File: src/rtl/ntt_pkg.sv
// Shared definitions for the NTT operand feeder: default word width, FSM encoding, index math.
// Pure combinational helpers; no latency of their own.
// No flow control here; callers own backpressure.
package ntt_pkg;

  localparam int WIDTH_DEF = 18;

  typedef enum logic [1:0] {
    ST_IDLE     = 2'd0,
    ST_RUN      = 2'd1,
    ST_DRAIN    = 2'd2,
    ST_WAIT_ACK = 2'd3
  } feed_state_t;

  // Lower butterfly index: insert a zero at bit position s of the pair counter.
  function automatic logic [31:0] pair_i1(input logic [31:0] p, input logic [31:0] s);
    logic [31:0] k;
    k = p & ((32'd1 << s) - 32'd1);
    return ((p >> s) << (s + 32'd1)) | k;
  endfunction

  // Upper butterfly index: same position with bit s set.
  function automatic logic [31:0] pair_i2(input logic [31:0] i1, input logic [31:0] s);
    return i1 | (32'd1 << s);
  endfunction

  // Twiddle ROM index: low s bits of the pair counter, scaled to the full table.
  function automatic logic [31:0] tw_index(input logic [31:0] p, input logic [31:0] s,
                                           input logic [31:0] log_n);
    return (p & ((32'd1 << s) - 32'd1)) << (log_n - 32'd1 - s);
  endfunction

endpackage

File: src/rtl/ntt_feed_fifo.sv
// Two-entry valid/ready FIFO carrying one packed beat per entry.
// Latency: one cycle from push to head visibility.
// Backpressure: push_rdy drops only when full and the head is not being popped.
module ntt_feed_fifo #(
  parameter int DW = 8
) (
  input  logic          clk,
  input  logic          rst_n,
  input  logic          push,
  input  logic [DW-1:0] push_dat,
  output logic          push_rdy,
  output logic          pop_vld,
  input  logic          pop_rdy,
  output logic [DW-1:0] pop_dat,
  output logic [1:0]    count
);

  logic [DW-1:0] mem [2];
  logic          wr_ptr;
  logic          rd_ptr;
  logic          do_push;
  logic          do_pop;

  assign pop_vld  = (count != 2'd0);
  assign push_rdy = (count != 2'd2) || pop_rdy;
  assign do_push  = push && push_rdy;
  assign do_pop   = pop_vld && pop_rdy;
  assign pop_dat  = mem[rd_ptr];

  // Storage, pointers and occupancy; simultaneous push/pop leaves occupancy unchanged.
  always_ff @(posedge clk or negedge rst_n) begin
    if (!rst_n) begin
      mem[0] <= '0;
      mem[1] <= '0;
      wr_ptr <= 1'b0;
      rd_ptr <= 1'b0;
      count  <= 2'd0;
    end else begin
      if (do_push) begin
        mem[wr_ptr] <= push_dat;
        wr_ptr      <= ~wr_ptr;
      end
      if (do_pop) begin
        rd_ptr <= ~rd_ptr;
      end
      case ({do_push, do_pop})
        2'b10:   count <= count + 2'd1;
        2'b01:   count <= count - 2'd1;
        default: count <= count;
      endcase
    end
  end

endmodule

File: src/rtl/ntt_operand_feeder.sv
// Walks every stage of an in-place bit-reversed NTT, reading operand pairs and twiddles.
// Latency: two cycles from accepted start to first out_valid; one beat per cycle sustained.
// Backpressure: reads are issued only while a FIFO slot is guaranteed, so no beat is ever lost.
module ntt_operand_feeder
  import ntt_pkg::*;
#(
  parameter int          WIDTH = WIDTH_DEF,
  parameter int          LOG_N = 8,
  parameter int unsigned ONE   = 1,
  localparam int         SW    = (LOG_N > 1) ? $clog2(LOG_N) : 1
) (
  input  logic             clk,
  input  logic             rst_n,
  input  logic             start,
  input  logic             stage_ack,
  output logic             busy,
  output logic             done,
  output logic             coef_rd_en,
  output logic [LOG_N-1:0] coef_addr_a,
  output logic [LOG_N-1:0] coef_addr_b,
  input  logic [WIDTH-1:0] coef_data_a,
  input  logic [WIDTH-1:0] coef_data_b,
  output logic             tw_rd_en,
  output logic [LOG_N-2:0] tw_addr,
  input  logic [WIDTH-1:0] tw_data,
  output logic             out_valid,
  input  logic             out_ready,
  output logic [WIDTH-1:0] input_1,
  output logic [WIDTH-1:0] input_2,
  output logic [WIDTH-1:0] weight_1,
  output logic [WIDTH-1:0] weight_2,
  output logic [LOG_N-1:0] out_i1,
  output logic [LOG_N-1:0] out_i2,
  output logic [SW-1:0]    out_stage,
  output logic             out_last
);

  localparam int PW = LOG_N - 1;

  typedef struct packed {
    logic [LOG_N-1:0] i1;
    logic [LOG_N-1:0] i2;
    logic [SW-1:0]    stage;
    logic             last;
  } meta_t;

  typedef struct packed {
    logic [WIDTH-1:0] in1;
    logic [WIDTH-1:0] in2;
    logic [WIDTH-1:0] w2;
    meta_t            meta;
  } beat_t;

  feed_state_t      state;
  logic [SW-1:0]    stage;
  logic [PW-1:0]    pair;
  logic             inflight;
  meta_t            meta_q;

  logic [31:0]      i1_full;
  logic [31:0]      i2_full;
  logic [31:0]      tw_full;
  logic [LOG_N-1:0] i1_c;
  logic [LOG_N-1:0] i2_c;
  logic [PW-1:0]    tw_c;
  logic             last_pair;

  logic [1:0]       fifo_count;
  logic             fifo_vld;
  logic             fifo_push_rdy;
  logic             pop;
  logic [1:0]       outstanding;
  logic             issue;
  beat_t            push_beat;
  beat_t            head;
  logic             unused_bits;

  // Pair and twiddle indices for the current (stage, pair) position.
  always_comb begin
    i1_full = pair_i1(32'(pair), 32'(stage));
    i2_full = pair_i2(i1_full, 32'(stage));
    tw_full = tw_index(32'(pair), 32'(stage), 32'(LOG_N));
  end

  assign i1_c      = i1_full[LOG_N-1:0];
  assign i2_c      = i2_full[LOG_N-1:0];
  assign tw_c      = tw_full[PW-1:0];
  assign last_pair = &pair;

  assign unused_bits = ^{i1_full[31:LOG_N], i2_full[31:LOG_N], tw_full[31:PW], fifo_push_rdy};

  // A beat leaving the FIFO this cycle frees its slot for a read issued now, which is
  // what lets a 2-entry FIFO with a 1-cycle read sustain one beat per cycle.
  assign pop         = fifo_vld && out_ready;
  assign outstanding = fifo_count + {1'b0, inflight} - {1'b0, pop};
  assign issue       = (state == ST_RUN) && (outstanding < 2'd2);

  assign coef_rd_en  = issue;
  assign tw_rd_en    = issue;
  assign coef_addr_a = issue ? i1_c : '0;
  assign coef_addr_b = issue ? i2_c : '0;
  assign tw_addr     = issue ? tw_c : '0;

  // Metadata travels alongside the one-cycle memory read so it lines up with returned data.
  always_ff @(posedge clk or negedge rst_n) begin
    if (!rst_n) begin
      inflight <= 1'b0;
      meta_q   <= '0;
    end else begin
      inflight <= issue;
      if (issue) begin
        meta_q <= '{i1: i1_c, i2: i2_c, stage: stage, last: last_pair};
      end
    end
  end

  // Returned read data joined with its metadata forms the beat pushed into the FIFO.
  always_comb begin
    push_beat      = '0;
    push_beat.in1  = coef_data_a;
    push_beat.in2  = coef_data_b;
    push_beat.w2   = tw_data;
    push_beat.meta = meta_q;
  end

  ntt_feed_fifo #(
    .DW($bits(beat_t))
  ) u_fifo (
    .clk      (clk),
    .rst_n    (rst_n),
    .push     (inflight),
    .push_dat (push_beat),
    .push_rdy (fifo_push_rdy),
    .pop_vld  (fifo_vld),
    .pop_rdy  (out_ready),
    .pop_dat  (head),
    .count    (fifo_count)
  );

  // Sequencer: stage/pair walk, drain, and the stage barrier on stage_ack.
  always_ff @(posedge clk or negedge rst_n) begin
    if (!rst_n) begin
      state <= ST_IDLE;
      stage <= '0;
      pair  <= '0;
      busy  <= 1'b0;
      done  <= 1'b0;
    end else begin
      done <= 1'b0;
      case (state)
        ST_IDLE: begin
          if (start) begin
            state <= ST_RUN;
            stage <= '0;
            pair  <= '0;
            busy  <= 1'b1;
          end
        end
        ST_RUN: begin
          if (issue) begin
            if (last_pair) begin
              state <= ST_DRAIN;
            end else begin
              pair <= pair + PW'(1);
            end
          end
        end
        ST_DRAIN: begin
          if (!inflight && (fifo_count == 2'd0)) begin
            state <= ST_WAIT_ACK;
          end
        end
        ST_WAIT_ACK: begin
          if (stage_ack) begin
            pair <= '0;
            if (stage == SW'(LOG_N - 1)) begin
              state <= ST_IDLE;
              stage <= '0;
              busy  <= 1'b0;
              done  <= 1'b1;
            end else begin
              state <= ST_RUN;
              stage <= stage + SW'(1);
            end
          end
        end
        default: state <= ST_IDLE;
      endcase
    end
  end

  // FIFO head drives the stream; payload reads as zero while nothing is presented.
  always_comb begin
    out_valid = fifo_vld;
    weight_1  = WIDTH'(ONE);
    input_1   = '0;
    input_2   = '0;
    weight_2  = '0;
    out_i1    = '0;
    out_i2    = '0;
    out_stage = '0;
    out_last  = 1'b0;
    if (fifo_vld) begin
      input_1   = head.in1;
      input_2   = head.in2;
      weight_2  = head.w2;
      out_i1    = head.meta.i1;
      out_i2    = head.meta.i2;
      out_stage = head.meta.stage;
      out_last  = head.meta.last;
    end
  end

endmodule

File: config.mk
export PLATFORM = sky130hd
export DESIGN_NAME = ntt_operand_feeder
export DESIGN_NICKNAME = d
export VERILOG_FILES = /design/src/rtl/ntt_pkg.sv /design/src/rtl/ntt_feed_fifo.sv /design/src/rtl/ntt_operand_feeder.sv
export SDC_FILE = /design/constraint.sdc
export NUM_CORES = 1
export LEC_CHECK = 0
export CORE_ASPECT_RATIO = 0.9
export CORE_MARGIN = 8
export CORE_UTILIZATION = 45
export CTS_BUF_LIST = sky130_fd_sc_hd__clkbuf_16
export CTS_CLUSTER_DIAMETER = 200
export DETAILED_ROUTE_END_ITERATION = 12
export PLACE_DENSITY_LB_ADDON = 0.08
export SETUP_SLACK_MARGIN = 0.05
export SLEW_MARGIN = 0
export SYNTH_ARGS = -nofsm -noshare
export SYNTH_HDL_FRONTEND = slang
export SYNTH_SLANG_ARGS = --single-unit
File: constraint.sdc
create_clock -name clk -period 8.84 [get_ports clk]
set_input_delay 1.768 -clock clk [delete_from_list [all_inputs] [get_ports clk]]
set_output_delay 1.768 -clock clk [all_outputs]
set_load 0.005 [all_outputs]
==> results.md <==
- CORE AREA: between 20000 and 25000 µm²
- Register area share after synthesis: 0.483
- Overall routing resource usage: 0.178
- Synth warn: 0
- Hold Path Depth: 1
- Status: finished, final reports clean
- Post-DP HPWL: 15.5 mm
- Gr ovfl total: 0
- RSZ-0062 raised after global routing: false
- Root buffer cell: clkbuf_16
- Number of gates resized after CTS: 0
- Clock transition at the registers of the reported paths: 0.07 ns
- Cell with the most instances after synthesis: dfrtp_1
- Pwr per Cell Area: between 300 and 400 nW/µm²
- Ys flop type: dfrtp_1
- Htree depth: 4
- Worst Reg-to-Reg Cells: 11
- Min Clock Period, post-route: slightly below 7 ns
- Number of DRC markers after the initial detailed-route iteration: 526
- Post-layout nets: about 1.0k
- First-pass GRT wire length: 37.7 mm
- Sink Count: 187
- Initial Utilization: 0.453
- Num CTS Buffers: 17
- Deepest clock path buffer count: 2
- CP Class: input port to output pin
- Initial antenna violation count: 0
- Max cap viols: 0
- Number of distinct library cells after synthesis: 72
- Min-Delay Path Class: register to register
- Placed cell area: roughly 11000 µm²
- Post-synth EDFFs: 0
- Post-route setup slack: 2.02 ns
- Vias after detailed routing: 6738
- Place WS: a little over 2 ns
- Tightest Pin Transition: 1.12 ns
- CP max-delay cell: clkdlybuf4s50_1
- Post-Route WL: between 20 and 25 mm
- Rel. slew slack: 0.250
- IO Count: between 150 and 200
- #FFs+latches synth: approximately 190
- Postcts setup bufs: 0
- Synth area leader: dfrtp_1
- Layout Utilization: 0.559
- CP Max Fanout: 34
- Row count: 51
- Largest net degree at the start of global routing: 77
- Mapped Cells: 834
- Die height: 155 µm
- Synth top area share: 0.483
- Clk_skew: 0.0107 ns
- WP data required: a little over 7 ns
- Clock Latency Late Sink: approximately 0.44 ns
- Main area contributors after synthesis: dfrtp_1 48%, mux2_2 17%, mux2i_1 8.4%
- Fillers: 1875
- Synth Cell Area: 9690 µm²
- Final Max Slew Viols: 0
- Setup-failing EPs final: 0
- Post-Route Setup TNS: 0 ns
- Post-route ant nets: 0
- Max incr delay on CP: 0.53 ns
- ANT cells: 0
- Port Buf Inserts: 160
- Final Hold Viols: 0
- GPL Wtd Cong: 0.923
- Final period util: 0.771
- Hold_ws: 0.490 ns
- # DRC: 0
- Share of post-route cells with drive strength above 1: 0.221
- Avg Vias per Cell: 5.29
- Pleak: 5.29 nW
- Crit. End Element: output pin
- Post-route cell area: 12000 µm²
- Critical Path AT: 5.05 ns
- Vias in the first global route: 6841
- CP Cell Sequence: clkdlybuf4s50_1, nor2b_1, ha_1, xor2_1, xnor2_2, nand2_2, buf_4, inv_1, buf_4, nand2_1, nand2b_1, clkdlybuf4s50_1
- Reg2reg setup slack: 4.99 ns
- Top post-synthesis cells by count: 187 x dfrtp_1, 147 x mux2_2, 99 x nor2_1, 81 x mux2i_1, 35 x nand2_1
- Drt pass-1 iters: 6
- Mean routed wirelength per cell: about 18 µm
- Critical Path Source Type: input port
- TritonCTS clock tree: yes
- Syn Area/Cell: roughly 12 µm²
- Hold-fix buffers at CTS: 0
- Fmax: 147 MHz
- Asr flop ratio synth: 1.00
- Die Wd: 171 µm
- Full die area: 26500 µm²
- Peak supply drop: 145 µV
- Synth-to-layout area growth: 23.4%
-- cells in the final DEF (no fill, tap or decap), types with 3 or more instances in the layout --
master	n
mux2_2	147
clkbuf_16	17
clkinvlp_4	3
nand3_1	11
nand2b_1	8
inv_8	4
or3_1	3
and3_1	7
a31o_2	3
mux2_1	6
nor2b_1	11
clkdlybuf4s50_1	159
nor2_1	97
dfrtp_1	186
buf_4	10
a31oi_1	9
nor3_1	4
o211ai_1	5
a21oi_1	17
o31ai_1	4
conb_1	18
o21ai_0	24
nand3b_1	3
a21o_1	6
ha_1	14
or2_2	3
o21a_1	4
mux2i_1	81
inv_6	4
inv_1	13
xnor2_1	4
nand2_1	34
and2_1	4
-- sequential cells by signal, indices dropped and copies added, names as in the netlist --
signal / flops
meta_q: 20
inflight: 1
stage: 3
pair: 7
u_fifo.wr_ptr: 1
busy: 1
done: 1
u_fifo.mem: 148
state: 2
u_fifo.count: 2
u_fifo.rd_ptr: 1
-- through the flow --
stage	power [mW]	instances
floorplan	2.84	850
global placement	3.74	1242
detailed placement	3.77	1242
CTS	4.54	1274
global route	4.81	1274
finish	4.48	1274
-- critical path: cells and delay by family --
kind / cells / cell delay (ns)
xor gates and xnor gates: 2 / 0.47
buffers and inverters: 5 / 2.04
adders and majority gates: 1 / 0.22
and+or+nand+nor: 4 / 0.55
-- where the power goes --
| part | switching, mW | leakage, nW | internal (mW) | total (mW) |
|---|---|---|---|---|
| logic | 1.03 | 2.70 | 1.20 | 2.23 |
| registers | 0.250 | 2.31 | 1.24 | 1.49 |
| clock network | 0.358 | 0.276 | 0.400 | 0.757 |
-- layout make-up --
class,instances,area (µm²),share of cell area
Sequential cell,187,4680,0.392
Multi-Input combinational cell,579,4590,0.384
Timing Repair Buffer,170,1680,0.140
Clock buffer,17,425,0.0356
Tap cell,291,364,0.0305
Clock inverter,15,154,0.0129
Inverter,15,56.3,0.00471
-- metal layers --
metal,vias to the layer above,global-route usage,part of all wire
li1,3196,-,-
met1,3363,0.246,0.48
met2,155,0.274,0.45
met3,24,0.0446,0.058
met4,0,0.0513,0.015
met5,-,0,0
-- logic make-up (layout without fill, tap and decap cells) --
family                   Yosys count  count (layout)  share of synthesized area
other                              2              18                   0.000775
buffers and inverters             84             217                     0.0515
flip-flops                       187             187                      0.483
multiplexers                     235             235                      0.263
AO/OA/AOI/OAI                    100             100                     0.0743
XOR/XNOR                           7               7                    0.00710
adder cells (fa/ha/maj)           14              14                     0.0181
AND/OR/NAND/NOR                  205             205                      0.102
-- final timing paths --
path | startpoint | endpoint
hold reg to reg | u_fifo.mem[129] | u_fifo.mem[129]
setup reg to reg | u_fifo.count[0] | meta_q[7]
setup / recovery | out_ready | coef_addr_b[7]
hold / removal | u_fifo.mem[129] | u_fifo.mem[129]
max in group asynchronous | rst_n | u_fifo.rd_ptr
min in group asynchronous | rst_n | u_fifo.mem[30]
(Power assumes the default switching activity.)
